File: src/rtl/tap_pkg.sv
// Shared TAP definitions: IEEE 1149.1 state encodings and the IR all-ones value.
package tap_pkg;

    typedef enum logic [3:0] {
        TLR     = 4'hF,
        RTI     = 4'hC,
        SEL_DR  = 4'h7,
        CAP_DR  = 4'h6,
        SH_DR   = 4'h2,
        EX1_DR  = 4'h1,
        PAU_DR  = 4'h3,
        EX2_DR  = 4'h0,
        UPD_DR  = 4'h5,
        SEL_IR  = 4'h4,
        CAP_IR  = 4'hE,
        SH_IR   = 4'hA,
        EX1_IR  = 4'h9,
        PAU_IR  = 4'hB,
        EX2_IR  = 4'h8,
        UPD_IR  = 4'hD
    } tap_state_t;

    localparam logic [31:0] IR_ALL_ONES = '1;

endpackage

File: src/rtl/tap_controller_if.sv
// TAP serial inputs and controller outputs; master = test driver, slave = controller.
interface tap_controller_if #(
    parameter int unsigned IR_WIDTH = 4
) ();

    logic                TMS;
    logic                TDI;
    logic [3:0]          TapState;
    logic                ShiftDR;
    logic                ClockDR;
    logic                UpdateDR;
    logic                ShiftIR;
    logic                ClockIR;
    logic                UpdateIR;
    logic                TestLogicReset;
    logic                Select;
    logic                Enable;
    logic [IR_WIDTH-1:0] Instr;
    logic                IrTDO;
    logic                BypassSel;

    modport master (
        output TMS, TDI,
        input  TapState, ShiftDR, ClockDR, UpdateDR, ShiftIR, ClockIR, UpdateIR,
        input  TestLogicReset, Select, Enable, Instr, IrTDO, BypassSel
    );

    modport slave (
        input  TMS, TDI,
        output TapState, ShiftDR, ClockDR, UpdateDR, ShiftIR, ClockIR, UpdateIR,
        output TestLogicReset, Select, Enable, Instr, IrTDO, BypassSel
    );

endinterface

File: src/rtl/tap_instr_reg.sv
// Instruction register: posedge shift stage (capture/shift) and negedge hold stage.
module tap_instr_reg
    import tap_pkg::*;
#(
    parameter int unsigned           IR_WIDTH   = 4,
    parameter logic [IR_WIDTH-1:0]   IR_CAPTURE = IR_WIDTH'(1)
) (
    input  logic                tck,
    input  logic                trst,
    input  logic                tdi,
    input  logic                capture,
    input  logic                shift,
    input  logic                update,
    input  logic                reset_hold,
    output logic [IR_WIDTH-1:0] instr,
    output logic                tdo
);

    logic [IR_WIDTH-1:0] shift_reg;

    always_ff @(posedge tck) begin
        if (trst)
            shift_reg <= IR_ALL_ONES[IR_WIDTH-1:0];
        else if (capture)
            shift_reg <= IR_CAPTURE;
        else if (shift)
            shift_reg <= {tdi, shift_reg[IR_WIDTH-1:1]};
    end

    // Hold stage updates half a cycle later so Instr changes only while TCK is low.
    always_ff @(negedge tck) begin
        if (trst || reset_hold)
            instr <= IR_ALL_ONES[IR_WIDTH-1:0];
        else if (update)
            instr <= shift_reg;
    end

    assign tdo = shift_reg[0];

endmodule

File: src/rtl/tap_controller.sv
// IEEE 1149.1 TAP controller: state machine, negedge control outputs, gated DR/IR clocks
// and update strobes. Define TAP_INSTR_REG_EN to include instruction register storage.
module tap_controller
    import tap_pkg::*;
#(
    parameter int unsigned           IR_WIDTH   = 4,
    parameter logic [IR_WIDTH-1:0]   IR_CAPTURE = IR_WIDTH'(1)
) (
    input  logic             TCK,
    input  logic             TRST,
    tap_controller_if.slave  tap
);

    tap_state_t state;
    tap_state_t next_state;

    logic shift_dr;
    logic shift_ir;
    logic enable;
    logic tlr;
    logic select;
    logic dr_en;
    logic ir_en;

    always_ff @(posedge TCK) begin
        if (TRST)
            state <= TLR;
        else
            state <= next_state;
    end

    always_comb begin
        next_state = state;
        unique case (state)
            TLR:    next_state = tap.TMS ? TLR    : RTI;
            RTI:    next_state = tap.TMS ? SEL_DR : RTI;
            SEL_DR: next_state = tap.TMS ? SEL_IR : CAP_DR;
            CAP_DR: next_state = tap.TMS ? EX1_DR : SH_DR;
            SH_DR:  next_state = tap.TMS ? EX1_DR : SH_DR;
            EX1_DR: next_state = tap.TMS ? UPD_DR : PAU_DR;
            PAU_DR: next_state = tap.TMS ? EX2_DR : PAU_DR;
            EX2_DR: next_state = tap.TMS ? UPD_DR : SH_DR;
            UPD_DR: next_state = tap.TMS ? SEL_DR : RTI;
            SEL_IR: next_state = tap.TMS ? TLR    : CAP_IR;
            CAP_IR: next_state = tap.TMS ? EX1_IR : SH_IR;
            SH_IR:  next_state = tap.TMS ? EX1_IR : SH_IR;
            EX1_IR: next_state = tap.TMS ? UPD_IR : PAU_IR;
            PAU_IR: next_state = tap.TMS ? EX2_IR : PAU_IR;
            EX2_IR: next_state = tap.TMS ? UPD_IR : SH_IR;
            UPD_IR: next_state = tap.TMS ? SEL_DR : RTI;
            default: next_state = TLR;
        endcase
    end

    always_ff @(negedge TCK) begin
        if (TRST) begin
            shift_dr <= 1'b0;
            shift_ir <= 1'b0;
            enable   <= 1'b0;
            tlr      <= 1'b1;
            select   <= 1'b1;
            dr_en    <= 1'b0;
            ir_en    <= 1'b0;
        end else begin
            shift_dr <= (state == SH_DR);
            shift_ir <= (state == SH_IR);
            enable   <= (state == SH_DR) || (state == SH_IR);
            tlr      <= (state == TLR);
            select   <= (state == TLR)    || (state == SEL_IR) || (state == CAP_IR) ||
                        (state == SH_IR)  || (state == EX1_IR) || (state == PAU_IR) ||
                        (state == EX2_IR) || (state == UPD_IR);
            dr_en    <= (state == CAP_DR) || (state == SH_DR);
            ir_en    <= (state == CAP_IR) || (state == SH_IR);
        end
    end

    // Enables change only on negedge, so the gated clocks cannot glitch while TCK is high.
    assign tap.ClockDR  = TCK | ~dr_en;
    assign tap.ClockIR  = TCK | ~ir_en;
    assign tap.UpdateDR = ~TCK & (state == UPD_DR);
    assign tap.UpdateIR = ~TCK & (state == UPD_IR);

    assign tap.TapState       = state;
    assign tap.ShiftDR        = shift_dr;
    assign tap.ShiftIR        = shift_ir;
    assign tap.Enable         = enable;
    assign tap.TestLogicReset = tlr;
    assign tap.Select         = select;

`ifdef TAP_INSTR_REG_EN
    logic [IR_WIDTH-1:0] instr;
    logic                ir_tdo;

    tap_instr_reg #(
        .IR_WIDTH   (IR_WIDTH),
        .IR_CAPTURE (IR_CAPTURE)
    ) u_instr_reg (
        .tck        (TCK),
        .trst       (TRST),
        .tdi        (tap.TDI),
        .capture    (state == CAP_IR),
        .shift      (state == SH_IR),
        .update     (state == UPD_IR),
        .reset_hold (state == TLR),
        .instr      (instr),
        .tdo        (ir_tdo)
    );

    assign tap.Instr     = instr;
    assign tap.IrTDO     = ir_tdo;
    assign tap.BypassSel = &instr;
`else
    logic unused_tdi;
    logic unused_capture;

    assign unused_tdi     = tap.TDI;
    assign unused_capture = ^IR_CAPTURE;
    assign tap.Instr      = IR_ALL_ONES[IR_WIDTH-1:0];
    assign tap.IrTDO      = 1'b0;
    assign tap.BypassSel  = 1'b1;
`endif

endmodule

File: src/flat_wrapper.sv
// flat-port wrapper written by rule: the top's interface ports become plain ports
module tap_controller_flat import tap_pkg::*;
#(
    parameter int unsigned           IR_WIDTH   = 4,
    parameter logic [IR_WIDTH-1:0]   IR_CAPTURE = IR_WIDTH'(1)
)
  (TCK, TRST, tap_TMS, tap_TDI, tap_TapState, tap_ShiftDR, tap_ClockDR, tap_UpdateDR, tap_ShiftIR, tap_ClockIR, tap_UpdateIR, tap_TestLogicReset, tap_Select, tap_Enable, tap_Instr, tap_IrTDO, tap_BypassSel);
  tap_controller_if #(.IR_WIDTH(IR_WIDTH)) tap_i ();
  input  logic TCK;
  input  logic TRST;
  input wire logic [$bits(tap_i.TMS)-1:0] tap_TMS;
  input wire logic [$bits(tap_i.TDI)-1:0] tap_TDI;
  output wire logic [$bits(tap_i.TapState)-1:0] tap_TapState;
  output wire logic [$bits(tap_i.ShiftDR)-1:0] tap_ShiftDR;
  output wire logic [$bits(tap_i.ClockDR)-1:0] tap_ClockDR;
  output wire logic [$bits(tap_i.UpdateDR)-1:0] tap_UpdateDR;
  output wire logic [$bits(tap_i.ShiftIR)-1:0] tap_ShiftIR;
  output wire logic [$bits(tap_i.ClockIR)-1:0] tap_ClockIR;
  output wire logic [$bits(tap_i.UpdateIR)-1:0] tap_UpdateIR;
  output wire logic [$bits(tap_i.TestLogicReset)-1:0] tap_TestLogicReset;
  output wire logic [$bits(tap_i.Select)-1:0] tap_Select;
  output wire logic [$bits(tap_i.Enable)-1:0] tap_Enable;
  output wire logic [$bits(tap_i.Instr)-1:0] tap_Instr;
  output wire logic [$bits(tap_i.IrTDO)-1:0] tap_IrTDO;
  output wire logic [$bits(tap_i.BypassSel)-1:0] tap_BypassSel;
  assign tap_i.TMS = tap_TMS;
  assign tap_i.TDI = tap_TDI;
  assign tap_TapState = tap_i.TapState;
  assign tap_ShiftDR = tap_i.ShiftDR;
  assign tap_ClockDR = tap_i.ClockDR;
  assign tap_UpdateDR = tap_i.UpdateDR;
  assign tap_ShiftIR = tap_i.ShiftIR;
  assign tap_ClockIR = tap_i.ClockIR;
  assign tap_UpdateIR = tap_i.UpdateIR;
  assign tap_TestLogicReset = tap_i.TestLogicReset;
  assign tap_Select = tap_i.Select;
  assign tap_Enable = tap_i.Enable;
  assign tap_Instr = tap_i.Instr;
  assign tap_IrTDO = tap_i.IrTDO;
  assign tap_BypassSel = tap_i.BypassSel;
  tap_controller #(.IR_WIDTH(IR_WIDTH), .IR_CAPTURE(IR_CAPTURE)) u_core (.TCK(TCK), .TRST(TRST), .tap(tap_i));
endmodule
File: config.mk
export PLATFORM = sky130hd
export DESIGN_NAME = tap_controller_flat
export DESIGN_NICKNAME = d
export VERILOG_FILES = /design/src/rtl/tap_pkg.sv /design/src/rtl/tap_controller_if.sv /design/src/rtl/tap_instr_reg.sv /design/src/rtl/tap_controller.sv /design/src/flat_wrapper.sv
export SDC_FILE = /design/constraint.sdc
export NUM_CORES = 1
export LEC_CHECK = 0
export CAP_MARGIN = 40
export CORE_AREA = 2 2 63 65
export DETAILED_ROUTE_END_ITERATION = 10
export DIE_AREA = 0 0 65 67
export PLACE_DENSITY_LB_ADDON = 0.15
export SLEW_MARGIN = 20
export SYNTH_ARGS = -nofsm -noshare
export SYNTH_HDL_FRONTEND = slang
export SYNTH_HIERARCHICAL = 1
export SYNTH_SLANG_ARGS = --single-unit
File: constraint.sdc
create_clock -name TCK -period 1.7 [get_ports TCK]
set_clock_uncertainty 0.1 [all_clocks]
set_input_delay 0.34 -clock TCK [delete_from_list [all_inputs] [get_ports TCK]]
set_output_delay 0.34 -clock TCK [all_outputs]
set_load 0.05 [all_outputs]
==> results.cfg, run 1 <==
[routing]
drtIter0Drc = 11
vias = 528
drc_errors = 0
postRouteAntennaNets = 0
via_per_inst = 3.47
wl_per_cell_um = 9.44
wl_um = 1440
drt-pass1-iter-count = 3

[synth]
muxShareOfSynthArea_pct = 3.72
synth_top_family_by_area = simple AND/OR/NAND/NOR gates
yosys.area.top_type = dfxtp_1
synth_top_area_share_pct = 40.9
synth_cell_types = 27
synth-compound-area-share_pct = 7.44
syn_area_um2 = 538
avgSynthCellArea_um2 = 9.61
synthAdderAreaFrac_pct = 0
synth_seq_cells = 11
synthTopCellsByArea = dfxtp_1 (41%), buf_4 (9.8%), buf_6 (4.2%)
synth_cells = 56
synth-seq-area-share_pct = 40.9
yosys.area_share.simple_pct = 29.3
synth_xor_area_share_pct = 1.63
yosysWarnings = 6

[clock_network]
cts_tree = yes
clk_pin_slew_worst_paths_ps = 60
cts_hold_buf = 0
clk_latency_ps = 250

[cells_and_area]
nets = 108
drive_above_1_share_pct = 65.4
diodes = 0
layoutNonFillerInstCount = 152
multi_input_area_um2 = 333
n_fill_cell = 353
synthToLayoutAreaGrowth_pct = 135
regArea_um2 = 256
post-route-util_pct = 35.0

[grt]
grt_pass1_wl_um = 2360
grt_max_degree = 8
grt.total_usage_pct = 7.71
grt_pass1_vias = 587
overflow = 0
antenna_found_initial = 0

[place]
hpwlAfterDp_um = 940
place.gp.congestion = 0.715
placement.io_buffers = 15
post-place-ws_ps = -728
dpl.cell_count = 124

[power]
leakage_nw = 0.585
totalPowerFinal_mw = 1.57
peakVddDrop_mv = 0.460
p_per_area_nw_per_um2 = 1250

[timing]
layout_setup_ws_ps = -408
hold_violations = 0
finalMaxSlewViolations = 0
setup_viol = 17
rsz0062_at_grt = true

[worst_setup_path]
arrival_ps = 1670
critPathLaunchType = register
critPathCapture = tap_ClockDR
regToRegSetupSlack_ps = -160
cp_max_fo = 1
worstPathRequired_ps = 1260
reg2reg_to = u_core/tap.Select$_SDFF_NP1_
endpoint_kind = output pin
critPathKind = register to output pin
crit_start = u_core/dr_en$_SDFF_NP0_
reg2reg_from = u_core/tap.TapState[0]$_SDFF_PP1_
reg2reg_depth = 4

[hold_path]
hp-class = primary input to register
holdPathStages = 3

[run_status]
outcome = finished, violations left
violations = setup timing

[floorplan]
row_count = 22
start_util_pct = 14.9
ios = 23
die_h_um = 67
die_area_um2 = 4360
core-area_um2 = 3610
die_x_um = 65

[run]
drv_cap = 0
cells in the final DEF, fill, tap and decap left out, drive strengths merged:
cell type | Yosys | final
buf | 10 | 38
dfxtp | 11 | 11
inv | 1 | 10
conb | 2 | 6
clkbuf | 0 | 5
nand2 | 5 | 5
nand2b | 3 | 3
nor3 | 3 | 3
nor3b | 3 | 3
nor4 | 2 | 2
nor2 | 2 | 2
nor2b | 2 | 2
mux2i | 2 | 2
dlygate4sd2 | 0 | 1
clkdlybuf4s50 | 0 | 1
and2 | 1 | 1
nor4b | 1 | 1
nand3 | 1 | 1
a211o | 1 | 1
a21oi | 1 | 1
or2 | 1 | 1
a21boi | 1 | 1
o21ai | 1 | 1
xnor2 | 1 | 1
a41o | 1 | 1
synthesized netlist by cell type, drive strengths merged:
cell type / count
dfxtp: 11
buf: 10
nand2: 5
nand2b: 3
nor3: 3
nor3b: 3
conb: 2
mux2i: 2
nor2: 2
nor2b: 2
nor4: 2
a211o: 1
a21boi: 1
a21oi: 1
a41o: 1
and2: 1
inv: 1
nand3: 1
nor4b: 1
o21ai: 1
or2: 1
xnor2: 1
where the power goes:
group / internal, mW / switching (mW)
Clock: 0.514 / 0.359
Sequential: 0.279 / 0.0214
Combinational: 0.198 / 0.201
Total: 0.991 / 0.581
through the flow:
step	cell area (um^2)	TNS, ps	hold WS (ps)
after global routing	1260	-4110	515
after CTS	1190	-3520	495
final	1260	-3650	499
after global placement	948	-6300	612
after floorplan	647	-1510	306
after detailed placement	948	-6260	642
flip-flops by register name, summed over array words and instances, names as in the netlist:
name                       flops
u_core/dr_en                   1
u_core/ir_en                   1
u_core/tap.Enable              1
u_core/tap.Select              1
u_core/tap.ShiftDR             1
u_core/tap.ShiftIR             1
u_core/tap.TapState            4
u_core/tap.TestLogicReset      1
worst min path at each step:
stage,from,endpoint,slack (ps)
finish,TRST,u_core/tap.TapState[0]$_SDFF_PP1_,500
CTS,TRST,u_core/tap.TapState[0]$_SDFF_PP1_,490
detailed placement,u_core/tap.TapState[0]$_SDFF_PP1_,u_core/tap.TapState[0]$_SDFF_PP1_,640
floorplan,TCK,tap_UpdateDR,310
global placement,u_core/tap.TapState[0]$_SDFF_PP1_,u_core/tap.TapState[0]$_SDFF_PP1_,610
global route,TRST,u_core/tap.TapState[3]$_SDFF_PP1_,510
cell type report:
class	count	share of cell area (%)
Clock buffer	13	13.0
Clock inverter	10	3.37
Multi-Input combinational cell	38	26.4
Sequential cell	11	20.3
Tap cell	48	4.76
Timing Repair Buffer	32	32.2
cell families (layout without fill, tap and decap cells):
group,Yosys count,in the layout
and+or+nand+nor,24,24
DFF,11,11
buffers and inverters,11,55
AOI/OAI and AO/OA,5,5
other,2,6
muxes,2,2
xor gates and xnor gates,1,1
layer usage:
layer	routed length [um]	track usage, %	vias up
met1	540	6.39	235
met3	96	5.74	5
li1	-	-	268
met4	26	7.71	0
met2	772	11.6	20
met5	0	0	-
critical path, stage by stage (launching register included):
cell and delay (ps):
dfxtp_2 330, nand2_4 50, buf_8 140
repair_timing:
action | in CTS | in global routing
buffers inserted | 7 | 5
cloned | 0 | 0
setup endpoints to repair | 23 | 21
gates resized for setup | 46 | 10
pin swaps | 4 | 6
No activity file was read; power rests on OpenSTA's default activity.
==> inputs of run 2 (changes only) <==
--- a/config.mk
+++ b/config.mk
@@ -9,6 +9,7 @@
 export CORE_AREA = 2 2 63 65
 export DETAILED_ROUTE_END_ITERATION = 10
 export DIE_AREA = 0 0 65 67
+export HOLD_SLACK_MARGIN = 0.03
 export PLACE_DENSITY_LB_ADDON = 0.15
 export SLEW_MARGIN = 20
 export SYNTH_ARGS = -nofsm -noshare
==> results of run 2 <==
No change in the layout: final DEF, timing and power equal those of run 1.
